### config.mk
export PLATFORM = sky130hd
export DESIGN_NAME = water_cycle_controller
export DESIGN_NICKNAME = d
export VERILOG_FILES = /design/src/rtl/water_cycle_controller.sv
export SDC_FILE = /design/constraint.sdc
export NUM_CORES = 1
export LEC_CHECK = 0
export ABC_CLOCK_PERIOD_IN_PS = 2400
export CORE_MARGIN = 2
export CORE_UTILIZATION = 55
export CTS_BUF_LIST = sky130_fd_sc_hd__clkbuf_4 sky130_fd_sc_hd__clkbuf_8 sky130_fd_sc_hd__clkbuf_16
export DETAILED_ROUTE_END_ITERATION = 10
export DONT_BUFFER_PORTS = 1
export PLACE_DENSITY = 0.81
export RECOVER_POWER = 100
export SYNTH_ARGS = -nofsm -noshare
export SYNTH_HDL_FRONTEND = slang
export SYNTH_SLANG_ARGS = --single-unit
### constraint.sdc
create_clock -name clk -period 2.4 [get_ports clk]
set_input_delay 0 -clock clk [delete_from_list [all_inputs] [get_ports clk]]
set_output_delay 0 -clock clk [all_outputs]
set_load 0.02 [all_outputs]
### src/rtl/water_cycle_controller.sv
// Fill-hold-drain sequencer for one washing-machine water cycle.
// Ports: clk/reset; start, target_level, abort, fault_clear,
//   water_level_sensor, flow_error in; inlet_valve, drain_pump,
//   monitor_mode, monitor_reset, busy, done, fault, fault_code,
//   state_out out.
module water_cycle_controller #(
  parameter int HOLD_CYCLES   = 20,
  parameter int EMPTY_LEVEL   = 10,
  parameter int LEVEL_MAX     = 1000,
  parameter int FILL_TIMEOUT  = 100,
  parameter int DRAIN_TIMEOUT = 100
) (
  input  logic       clk,
  input  logic       reset,
  input  logic       start,
  input  logic [9:0] target_level,
  input  logic       abort,
  input  logic       fault_clear,
  input  logic [9:0] water_level_sensor,
  input  logic       flow_error,
  output logic       inlet_valve,
  output logic       drain_pump,
  output logic       monitor_mode,
  output logic       monitor_reset,
  output logic       busy,
  output logic       done,
  output logic       fault,
  output logic [1:0] fault_code,
  output logic [2:0] state_out
);

  typedef enum logic [2:0] {
    IDLE       = 3'd0,
    FILL_INIT  = 3'd1,
    FILLING    = 3'd2,
    HOLD       = 3'd3,
    DRAIN_INIT = 3'd4,
    DRAINING   = 3'd5,
    DONE       = 3'd6,
    FAULT      = 3'd7
  } state_t;

  localparam logic [9:0]  L_EMPTY = 10'(EMPTY_LEVEL);
  localparam logic [9:0]  L_MAX   = 10'(LEVEL_MAX);
  localparam logic [15:0] L_HOLD  = 16'(HOLD_CYCLES - 1);
  localparam logic [15:0] L_FTO   = 16'(FILL_TIMEOUT - 1);
  localparam logic [15:0] L_DTO   = 16'(DRAIN_TIMEOUT - 1);

  state_t      r_state;
  logic [9:0]  r_target;
  logic [15:0] r_cnt;
  logic [1:0]  r_code;

  // Counter increments by default; every transition below
  // overrides it with zero (last non-blocking write wins).
  always_ff @(posedge clk or posedge reset) begin
    if (reset) begin
      r_state  <= IDLE;
      r_target <= '0;
      r_cnt    <= '0;
      r_code   <= 2'd0;
    end else begin
      r_cnt <= r_cnt + 16'd1;
      unique case (r_state)
        IDLE: begin
          if (start) begin
            r_target <= target_level;
            r_cnt    <= '0;
            if (target_level <= L_EMPTY ||
                target_level > L_MAX) begin
              r_state <= FAULT;
              r_code  <= 2'd3;
            end else begin
              r_state <= FILL_INIT;
            end
          end
        end
        FILL_INIT: begin
          r_state <= FILLING;
          r_cnt   <= '0;
        end
        FILLING: begin
          if (flow_error) begin
            r_state <= FAULT;
            r_code  <= 2'd1;
            r_cnt   <= '0;
          end else if (abort) begin
            r_state <= DRAIN_INIT;
            r_cnt   <= '0;
          end else if (water_level_sensor >= r_target) begin
            r_state <= HOLD;
            r_cnt   <= '0;
          end else if (r_cnt == L_FTO) begin
            r_state <= FAULT;
            r_code  <= 2'd2;
            r_cnt   <= '0;
          end
        end
        HOLD: begin
          if (abort || r_cnt == L_HOLD) begin
            r_state <= DRAIN_INIT;
            r_cnt   <= '0;
          end
        end
        DRAIN_INIT: begin
          r_state <= DRAINING;
          r_cnt   <= '0;
        end
        DRAINING: begin
          if (flow_error) begin
            r_state <= FAULT;
            r_code  <= 2'd1;
            r_cnt   <= '0;
          end else if (water_level_sensor <= L_EMPTY) begin
            r_state <= DONE;
            r_cnt   <= '0;
          end else if (r_cnt == L_DTO) begin
            r_state <= FAULT;
            r_code  <= 2'd2;
            r_cnt   <= '0;
          end
        end
        DONE: begin
          r_state <= IDLE;
          r_cnt   <= '0;
        end
        FAULT: begin
          if (fault_clear) begin
            r_state <= IDLE;
            r_code  <= 2'd0;
            r_cnt   <= '0;
          end
        end
        default: begin
          r_state <= IDLE;
          r_cnt   <= '0;
        end
      endcase
    end
  end

  // Moore decodes straight off the state register, so an async
  // reset drops the valve and pump without waiting for a clock.
  assign inlet_valve   = (r_state == FILLING);
  assign drain_pump    = (r_state == DRAINING);
  assign monitor_mode  = (r_state == IDLE) || (r_state == FILL_INIT) ||
                         (r_state == FILLING) || (r_state == HOLD);
  assign monitor_reset = !((r_state == FILLING) ||
                           (r_state == DRAINING));
  assign busy          = (r_state != IDLE);
  assign done          = (r_state == DONE);
  assign fault         = (r_state == FAULT);
  assign fault_code    = r_code;
  assign state_out     = r_state;

endmodule

# Yosys cells after proc, flatten, opt, wreduce, memory -nomap -nowiden
# Index checks and enable logic that the tools add are counted.
[word_totals]
inputBits = 26
ramBits = 0
out_inout_bits = 12
reg_bits = 31
mem_count = 0
latchBits = 0
word_cells = 70
rom_bits = 0
[classes]
add_sub_neg = 1
n_bitwise = 0
n_mul = 0
n_eq_ne = 16
n_reduce_logical = 14
n_div = 0
shifts = 0
n_lt_le_gt_ge = 4
n_mux = 31
[ops]
columns = ["op", "n"]
rows = [
  ["$mux 16", 9],
  ["$pmux 16 s6", 1],
  ["$mux 3", 10],
  ["$pmux 3 s8", 1],
  ["$le 10x4->1 const B", 2],
  ["$mux 2", 9],
  ["$add 16x1->16 const B", 1],
  ["$eq 16x5->1 const B", 1],
  ["$eq 16x7->1 const B", 1],
  ["$eq 3x3->1 const B", 4],
  ["$ge 10x10->1", 1],
  ["$gt 10x10->1 const B", 1],
  ["$ne 3x3->1 const B", 3],
  ["$ne 2x2->1 const B", 4],
  ["$pmux 2 s4", 1],
  ["$reduce_and 7->1", 1],
  ["$eq 3x2->1 const B", 2],
  ["$logic_or 1x1->1", 6],
  ["$reduce_bool 4->1", 1],
  ["$eq 3x1->1 const B", 1],
  ["$logic_not 3->1", 1],
  ["$reduce_and 3->1", 1],
  ["$reduce_bool 3->1", 1],
  ["$reduce_or 3->1", 1],
  ["2 further kinds", 2],
]

# Longest topological paths before layout
# Gate-level depths: netlist of the first run.
[depth]
depth_word = 6
depth_mapped = 9
depth_no_buf = 8

# Worst setup path after synthesis of the first run
# OpenSTA, ideal clock, no wires.
[synth_timing]
kind = "register to register"
from = "register r_state[0] (netlist: state_out[0])"
to = "register r_cnt[7]"
path_buffers = 3
required_ns = 2.281
synth_period_minus_slack_ns = 1.910
setup_time_ns = 0.119
arrival_ns = 1.791
setup_slack_ns = 0.490
stages_incl_launch_ff = 9
cell_sequence = "dfrtp_1 buf_6 or3b_1 buf_6 nand2_1 nand4_1 o21ai_2 buf_6 nor2_2"
[synth_between]
elab_chain_len = 3
elab_cells_between_ends = 10
classes_between = "eq/ne (7); mux (1); reduce/logical (2)"
[synth_lines]
columns = ["item", "line", "rtl"]
rows = [
  ["start: declaration", "49", "state_t r_state;"],
  ["start signal: assignment", "58", "r_state <= IDLE;"],
  ["start signal: assignment", "71", "r_state <= FAULT;"],
  ["start signal: assignment", "74", "r_state <= FILL_INIT;"],
  ["$eq 3x3->1 / $eq 3x1->1 (equally long branches)", "64", "unique case (r_state)"],
  ["$reduce_or 3->1 (no line)", "n/a", ""],
  ["$pmux 16 s6 (*)", "64", ""],
  ["end signal: assignment", "63", "r_cnt <= r_cnt + 16'd1;"],
  ["end: declaration", "51", "logic [15:0] r_cnt;"],
]
# Mark *: on every way between the ends. The rest lies on a longest branch, timed or not.
# A chain may end at the register's enable or synchronous reset.

# Worst setup path in the final report of the first run
[layout_timing]
from = "register r_state[0] (netlist: state_out[0])"
to = "register r_state[0] (netlist: state_out[0])"
[layout_between]
elab_chain_len = 5
elab_cells_between_ends = 19
classes_between = "eq/ne (10); mux (7); reduce/logical (2)"
[layout_lines]
columns = ["item", "line"]
rows = [
  ["$mux 3 (4 in a row)", "n/a"],
  ["$pmux 3 s8", "64"],
]
# Parallel ways exist; a longest one is shown, timed or not.

==> impl_results.md, run 1 <==
- Post-route minimum period: 2.24 ns
- Max-cap violations: 1
- Status: complete, but fails checks
- Post-synth EDFFs: 0
- CTS sink count: 31
- Buffer and inverter count on the worst path: 1
- Die width: 65.0 um
- WL per Instance: ~15 um
- Final period utilization: 93.3%
- CTS tree: done
- Synth cell types: 52
- CP max-delay cell: dfrtp_1
- Crit start category: flop
- HP Class: in2reg
- Row cnt: 22
- Worst-path fanout max: 10
- Setup violators final: 0
- YS warnings: 0
- Clk_lat worst skew: 0.29 ns
- Layout cells sized above 1: 11.9%
- Syn-to-layout area delta: 13.8%
- Initial Util: 56.7%
- Core area: around 3600 sq um
- Most common cell after layout, fill and taps aside: dfrtp_1
- Die height: 65.0 um
- Routed Wire Length: 4330 um
- Nets: 282
- Skew final: 0.00607 ns
- Hold WS: 0.0674 ns
- Critical-path cell list: nand2_1 > or3_1 > nand2_1 > o32ai_1 > a31oi_1 > dlygate4sd3_1
- Worst Setup End Kind: flop
- Leakage: 1.04 nW
- Synthesized instance count: 223
- Max stage delay on crit path: 0.62 ns
- Largest net degree at the start of global routing: 32
- Critical path class: reg2reg
- Tightest Pin Transition: 1.65 ns
- First-pass GRT wire length: roughly 7400 um
- Antenna cells: 0
- Number of global-route vias before repair: 1,680
- Fin. Hold Viols: 0
- GRT Util Overall: between 20% and 30%
- Clock buffer depth: 2
- Pwr dens: just under 1000 nW/um^2
- Final weighted congestion in routability-driven placement: 0.872
- Post-route DRC: 0
- Crit path top cell by count: nand2_1
- Port bufs: 0
- Die area: 4220 sq um
- Async SR Flop Fraction: 100%
- Drt initial violations: roughly 140
- CTS Buf Count: 5
- I/O pin count: 38
- Max Fclk: 0.446 GHz
- FF-to-FF Start: state_out[0]
- GR Overflow Total: 0
- Hold path startpoint: abort
- CP delay by family, top: simple AND/OR/NAND/NOR gates
- Vias/cell: between 5 and 6
- Relative slew slack: -9.82%
- Clock root cell: clkbuf_8
- Post-CTS Resized: 0
- Register area share after synthesis: 38.0%
- Worst Path Required: 2.63 ns
- Total chip power: 0.00227 W
- Pre-antenna DRT Iters: 4
- Syn Nets: 261
- Htree depth: 2
- Crit. Startpoint: state_out[0]
- Most frequent cells in the layout: dfrtp_1 (31), inv_1 (21), nand2_1 (18), nor2_1 (18), dlygate4sd3_1 (16)
- Max Transition Viols Final: 32
- Via Count: 1,650
- Most used flip-flop cell after synthesis: dfrtp_1
- Seq cells post-synth: 31
- Failing checks: max-capacitance violations, max-slew violations
- Fill cell count: between 300 and 400
- WP data arrival: between 2 and 2.5 ns
- DP HPWL: about 3100 um
- Antenna-violating nets left: 0
- VDD IR max: 0.434 mV
- Synthesized area: 2040 sq um
- Synthesized area per cell: 9.16 sq um
- Initial antenna violation count: 0
- Clock slew at reported path FFs: 0.07 ns
-- worst min-delay path: cells and delay by family --
| family | cells | cell delay, ns |
|---|---|---|
| AO/OA/AOI/OAI | 2 | 0.24 |
| AND/OR/NAND/NOR | 1 | 0.05 |
-- flip-flops by register name, indices dropped and copies added (netlist names) --
name,flops
r_cnt,16
r_target,10
fault_code,2
state_out,3
-- cell type report --
cell class | count | area [sq um] | area share [%]
Clock inverter | 1 | 5.00 | 0.215
Sequential cell | 31 | 776 | 33.4
Inverter | 22 | 82.6 | 3.55
Multi-Input combinational cell | 163 | 1130 | 48.7
Tap cell | 48 | 60.1 | 2.58
Timing Repair Buffer | 21 | 188 | 8.07
Clock buffer | 6 | 82.6 | 3.55
-- cells in the mapped netlist (4+ instances only) --
| master | instances | area [sq um] |
|---|---|---|
| dfrtp_1 | 31 | 776 |
| inv_1 | 21 | 78.8 |
| nand2_1 | 18 | 67.6 |
| nor2_1 | 18 | 67.6 |
| ha_1 | 12 | 150 |
| a21oi_1 | 11 | 55.1 |
| nand3_1 | 9 | 45.0 |
| nor2_2 | 9 | 56.3 |
| o21ai_0 | 9 | 45.0 |
| xor2_1 | 9 | 78.8 |
| nand4_1 | 8 | 50.1 |
| xnor2_1 | 5 | 43.8 |
| or3_1 | 4 | 25.0 |
-- per-layer routing --
metal | up-vias | track usage (%) | part of all wire, %
li1 | 815 | - | -
met1 | 778 | 28.1 | 44
met2 | 49 | 38.4 | 49
met3 | 8 | 4.86 | 5.3
met4 | 0 | 10.1 | 1.9
met5 | - | 0 | 0
-- cells by family after synthesis --
logic type / share of synthesized area, %
XOR/XNOR: 6.00
multiplexers: 0.551
AO/OA/AOI/OAI: 13.1
flip-flops: 38.0
adder cells (fa/ha/maj): 7.35
AND/OR/NAND/NOR: 28.4
buffers and inverters: 6.61
-- timing repair --
action                                 in CTS  in global routing
setup endpoints to repair                   0                  1
buffers inserted                            0                  1
hold buffers                               16                  0
endpoints found under the hold margin      45                  0
-- power by group --
part           switching (W)  leakage [nW]  internal (W)
sequential          0.000151         0.400      0.000667
combinational       0.000641         0.590      0.000396
clock               0.000191        0.0470      0.000225
total               0.000983          1.04       0.00129
-- through the flow --
stage	setup slack (ns)	util [%]	TNS [ns]	area, sq um	cells
after floorplan	0.490	-	0	2040	223
after global placement	0.423	57.7	0	2080	268
after detailed placement	0.370	57.7	0	2080	268
after CTS	0.123	64.6	0	2330	291
after global routing	-0.0101	64.5	-0.0101	2330	292
final	0.160	64.5	0	2330	292
-- path summary, 6_finish.rpt --
kind / end / slack, ns / cells past startpoint
hold reg to reg: r_cnt[0] / 0.49 / 1
hold / removal: fault_code[0] / 0.07 / 3
setup / recovery: state_out[0] / 0.16 / 6
max in group asynchronous: r_cnt[9] / 0.71 / 3
min in group asynchronous: r_cnt[4] / 0.74 / 3
setup reg to reg: state_out[0] / 0.16 / 6
Power figures use the tool's default switching activity.
==> inputs of run 2 (changes only) <==
CELL_PAD_IN_SITES_DETAIL_PLACEMENT = 0   (was unset)
CELL_PAD_IN_SITES_GLOBAL_PLACEMENT = 1   (was unset)
CORE_UTILIZATION = 48   (was 55)
PLACE_DENSITY = 0.9   (was 0.81)
SLEW_MARGIN = 20   (was unset)
==> run 2 against run 1 <==
  * The flow still finishes with violations (max-capacitance violations, max-slew violations)
  * Cell count rose by 1.4%
  * Sequential share of layout area down 0.44 points
  * Die area rose by 14%
  * Utilization down 6.3 points
  * Worst setup slack improved by 0.00066 ns
  * Critical path depth is 2 higher
  * Register-to-register slack about the same
  * Critical endpoint unchanged
==> impl_results.md, run 2 (synthesis results as in run 1) <==
- Status: complete, but fails checks
- Crit start category: flop
- Nets: 283
- Layout cells sized above 1: 13.8%
- FF-to-FF Start: r_cnt[0]
- GR Overflow Total: 0
- CP max-delay cell: dlygate4sd3_1
- Max Transition Viols Final: 32
- Crit path top cell by count: nand4_1
- Non-Filler Instances: 296
- Skew final: 0.00754 ns
- WP data arrival: between 2 and 2.5 ns
- Flip-flop count of the largest register after layout: 16
- Antenna-violating nets left: 0
- CTS sink count: 31
- DP HPWL: roughly 3200 um
- First-pass GRT wire length: 7440 um
- Critical path class: reg2reg
- Clock slew at reported path FFs: around 0.070 ns
- Clock buffer depth: 2
- Row cnt: 23
- Initial antenna violation count: 0
- Most flop-heavy register: r_cnt
- CP delay by family, top: simple AND/OR/NAND/NOR gates
- Most frequent cells in the layout: dfrtp_1 (30), inv_1 (21), nand2_1 (18), nor2_1 (18), dlygate4sd3_1 (16)
- Placed cell area: between 2000 and 2500 sq um
- Worst Path Required: approximately 2.6 ns
- Crit. Startpoint: r_cnt[0]
- Core area: 4060 sq um
- Post-layout util: between 50 and 60%
- Pwr dens: 994 nW/um^2
- Largest net degree at the start of global routing: 32
- GRT Util Overall: 19.4%
- Vias/cell: 5.63
- CTS Buf Count: 5
- Via Count: 1,666
- Antenna cells: 0
- Port bufs: 0
- Clock root cell: clkbuf_8
- Initial Util: ~50%
- Max Fclk: 0.446 GHz
- Worst-path fanout max: 4
- Relative slew slack: -7.89%
- Fin. Hold Viols: 0
- Tightest Pin Transition: between 1.5 and 2 ns
- CP Depth: 8
- Max stage delay on crit path: ~0.56 ns
- I/O pin count: 38
- Post-route DRC: 0
- Post-route minimum period: 2.24 ns
- Die area: 4790 sq um
- CTS tree: done
- Syn-to-layout area delta: 15.6%
- Most common cell after layout, fill and taps aside: dfrtp_1
- Total chip power: between 0.002 and 0.0025 W
- Pre-antenna DRT Iters: 4
- Buffer and inverter count on the worst path: 1
- Setup violators final: 0
- Final weighted congestion in routability-driven placement: 0.792
- Number of global-route vias before repair: 1,643
- Design area: 2360 sq um
- VDD IR max: between 0.5 and 0.6 mV
- WL per Instance: 14.9 um
- Leakage: 1.04 nW
- Routed Wire Length: between 4000 and 5000 um
- Worst Setup End Kind: flop
- Hold WS: 0.0728 ns
- Htree depth: 2
- Die height: 69.2 um
- Worst Setup EP: state_out[0]
- Max-cap violations: 1
- Fill cell count: about 360
- Clk_lat worst skew: 0.28 ns
- HP Class: in2reg
- R2r setup slk: approximately 0.16 ns
- R2R depth: 8
- Final period utilization: between 90% and 100%
- Die width: 69.2 um
- DP Cell Count: 270
- Drt initial violations: 111
- Critical-path cell list: ha_2 > nor4b_4 > nand4_1 > nand4_1 > nand2_1 > o32ai_1 > a31oi_1 > dlygate4sd3_1
- Failing checks: max-capacitance violations, max-slew violations
- RR Endpoint: state_out[0]
run 2: how the worst min path moves through the flow:
stage,startpoint,end,cells after the start
6_report,start,r_target[8],2
5_1_grt,abort,fault_code[0],3
4_1_cts,start,r_target[9],2
3_5_place_dp,reset,r_cnt[11],2
3_3_place_gp,reset,r_cnt[12],2
2_1_floorplan,reset,fault_code[0],1
run 2: cell type report:
class	instances	area (sq um)	area share [%]
Clock buffer	7	96.3	4.08
Timing Repair Buffer	22	195	8.27
Clock inverter	1	7.51	0.318
Inverter	22	82.6	3.50
Tap cell	50	62.6	2.65
Sequential cell	31	777	32.9
Multi-Input combinational cell	163	1140	48.3
run 2: power breakdown:
group / internal [W] / switching (W)
Sequential: 0.000669 / 0.000145
Combinational: 0.000416 / 0.000665
Clock: 0.000260 / 0.000192
run 2: repair_timing:
action / CTS / global route
setup buffers: 0 / 2
setup endpoints to repair: 0 / 1
hold buffers: 16 / 0
endpoints found under the hold margin: 45 / 0
resized for setup: 0 / 3
run 2: layer usage:
| metal | part of all wire (%) | GRT usage, % | vias to the layer above |
|---|---|---|---|
| met5 | 0 | 0 | - |
| met4 | 1.6 | 8.50 | 0 |
| met3 | 4.8 | 5.81 | 7 |
| met2 | 49 | 30.8 | 45 |
| met1 | 45 | 24.6 | 788 |
| li1 | - | - | 826 |
run 2: per-stage QoR:
step / setup WS [ns] / TNS [ns]
finish: 0.160 / 0
global route: -0.0327 / -0.0327
CTS: 0.0883 / 0
detailed placement: 0.352 / 0
global placement: 0.386 / 0
floorplan: 0.490 / 0
==> inputs of run 3 (changes only) <==
ABC_CLOCK_PERIOD_IN_PS = unset   (was 2400)
CORE_MARGIN = 1.5   (was 2)
CORE_UTILIZATION = 30   (was 48)
PLACE_DENSITY = 0.65   (was 0.9)
==> run 3 against run 2 <==
  * The run ends with design-rule violations, max-capacitance violations, max-slew violations left
  * Clock skew up 0.0028 ns
  * Highest routed layer unchanged
  * Largest cell class unchanged
  * Critical endpoint unchanged
  * Utilization down 21 points
  * Sequential power down 2.8%
==> impl_results.md, run 3 (synthesis results as in run 1) <==
- RSZ-0062 raised after global routing: no
- Die height: 85.5 um
- Critical-path cell list: inv_1 > ha_1 > a211o_1 > a21oi_1 > o31ai_2 > nor2_1 > a31oi_1 > dlygate4sd3_1
- CP delay by family, top: compound AO/OA/AOI/OAI gates
- WP data arrival: 2.46 ns
- Drt initial violations: 84
- Skew final: approximately 0.010 ns
- GRT Util Overall: between 10% and 20%
- Crit start category: flop
- Leakage: 1.04 nW
- Post-layout util: 36.8%
- Most flop-heavy register: r_cnt
- DP HPWL: 3420 um
- R2r setup slk: 0.12 ns
- Antenna cells: 0
- Fin. Hold Viols: 0
- Tightest Pin Transition: 1.83 ns
- Nets: 283
- Syn-to-layout area delta: 16.3%
- Status: complete, but fails checks
- Flip-flop count of the largest register after layout: 16
- CTS sink count: 31
- Vias/cell: 4.96
- Clock root cell: clkbuf_8
- Max Fclk: 0.438 GHz
- Setup_tns: 0 ns
- Max-cap violations: 1
- Max stage delay on crit path: ~0.57 ns
- HP Class: in2reg
- Relative slew slack: -22.2%
- Die area: 7310 sq um
- Clock buffer depth: 2
- CP max-delay cell: dlygate4sd3_1
- CTS tree: done
- Buffer and inverter count on the worst path: 2
- Initial Util: 31.6%
- Number of global-route vias before repair: roughly 1,700
- Worst Path Required: 2.57 ns
- Routed Wire Length: 4720 um
- Layout cells sized above 1: approximately 11%
- Pre-antenna DRT Iters: 7
- Clk_lat worst skew: 0.28 ns
- Post-route minimum period: roughly 2.3 ns
- Final period utilization: 95.2%
- Via Count: 1,602
- Most frequent cells in the layout: dfrtp_1 (31), nor2_1 (22), inv_1 (21)
- Most common cell after layout, fill and taps aside: dfrtp_1
- Final weighted congestion in routability-driven placement: between 0.7 and 0.8
- Post-route DRC: 4
- Largest net degree at the start of global routing: 32
- Antenna-violating nets left: 0
- Max Transition Viols Final: 32
- First-pass GRT wire length: 8050 um
- Failing checks: design-rule violations, max-capacitance violations, max-slew violations
- Worst slack at placement: 0.362 ns
- Critical path class: reg2reg
- Row cnt: 29
- WL per Instance: about 15 um
- Core area: 6460 sq um
- I/O pin count: 38
- Htree depth: 2
- VDD IR max: 0.378 mV
- Pwr dens: 988 nW/um^2
- Total chip power: around 0.0023 W
- Worst Setup End Kind: flop
- CTS Buf Count: 5
- Post-route setup slack: 0.115 ns
- Port bufs: 0
- Setup violators final: 0
- Worst-path fanout max: 3
- Die width: 85.5 um
- Clock slew at reported path FFs: about 0.070 ns
- Initial antenna violation count: 0
- GR Overflow Total: 0
## run 3: changes by cell type in the layout (fill, tap and decap cells not counted), sizes merged
cell | previous run | this run
clkbuf | 10 | 9
clkinv | 0 | 1
## run 3: final timing paths
kind | depth (start not counted) | from | to
min reg2reg | 1 | r_cnt[0] | r_cnt[0]
min | 2 | start | r_target[0]
max in group asynchronous | 3 | reset | r_target[6]
max | 8 | r_target[7] | state_out[0]
max reg2reg | 8 | r_target[7] | state_out[0]
min in group asynchronous | 3 | reset | r_cnt[11]
## run 3: routing by layer
| layer | part of all wire [%] | GRT usage [%] | up-vias |
|---|---|---|---|
| li1 | - | - | 820 |
| met1 | 50 | 19.5 | 750 |
| met2 | 46 | 21.5 | 27 |
| met3 | 3.5 | 2.98 | 5 |
| met4 | 0.91 | 3.81 | 0 |
| met5 | 0 | 0 | - |
## run 3: through the flow
stage | area, sq um | hold WS [ns] | instances
2_1_floorplan | 2040 | 0.104 | 223
5_1_grt | 2380 | 0.0541 | 323
3_5_place_dp | 2140 | 0.0155 | 298
3_3_place_gp | 2140 | 0.0125 | 298
4_1_cts | 2390 | 0.0111 | 322
6_report | 2380 | 0.0434 | 323
## run 3: timing repair
| item | CTS | global route |
|---|---|---|
| setup buffers | 0 | 1 |
| gates resized for setup | 0 | 2 |
| hold endpoints to repair | 45 | 0 |
| setup endpoints to repair | 0 | 1 |
| hold buffers | 16 | 0 |
## run 3: cell type report
cell class	instances	area, sq um
timing repair buffer	22	206
clock inverter	2	12.5
tap	77	96.3
sequential	31	776
multi-input combinational	163	1130
clock buffer	6	76.3
fill	670	4080
inverter	22	82.6
## run 3: where the power goes
group          leakage, nW  total, W  switching (W)  internal (W)
Clock               0.0446  0.000421       0.000207      0.000214
Sequential           0.400  0.000791       0.000124      0.000667
Combinational        0.594   0.00114       0.000684      0.000453
Total                 1.04   0.00235        0.00101       0.00133
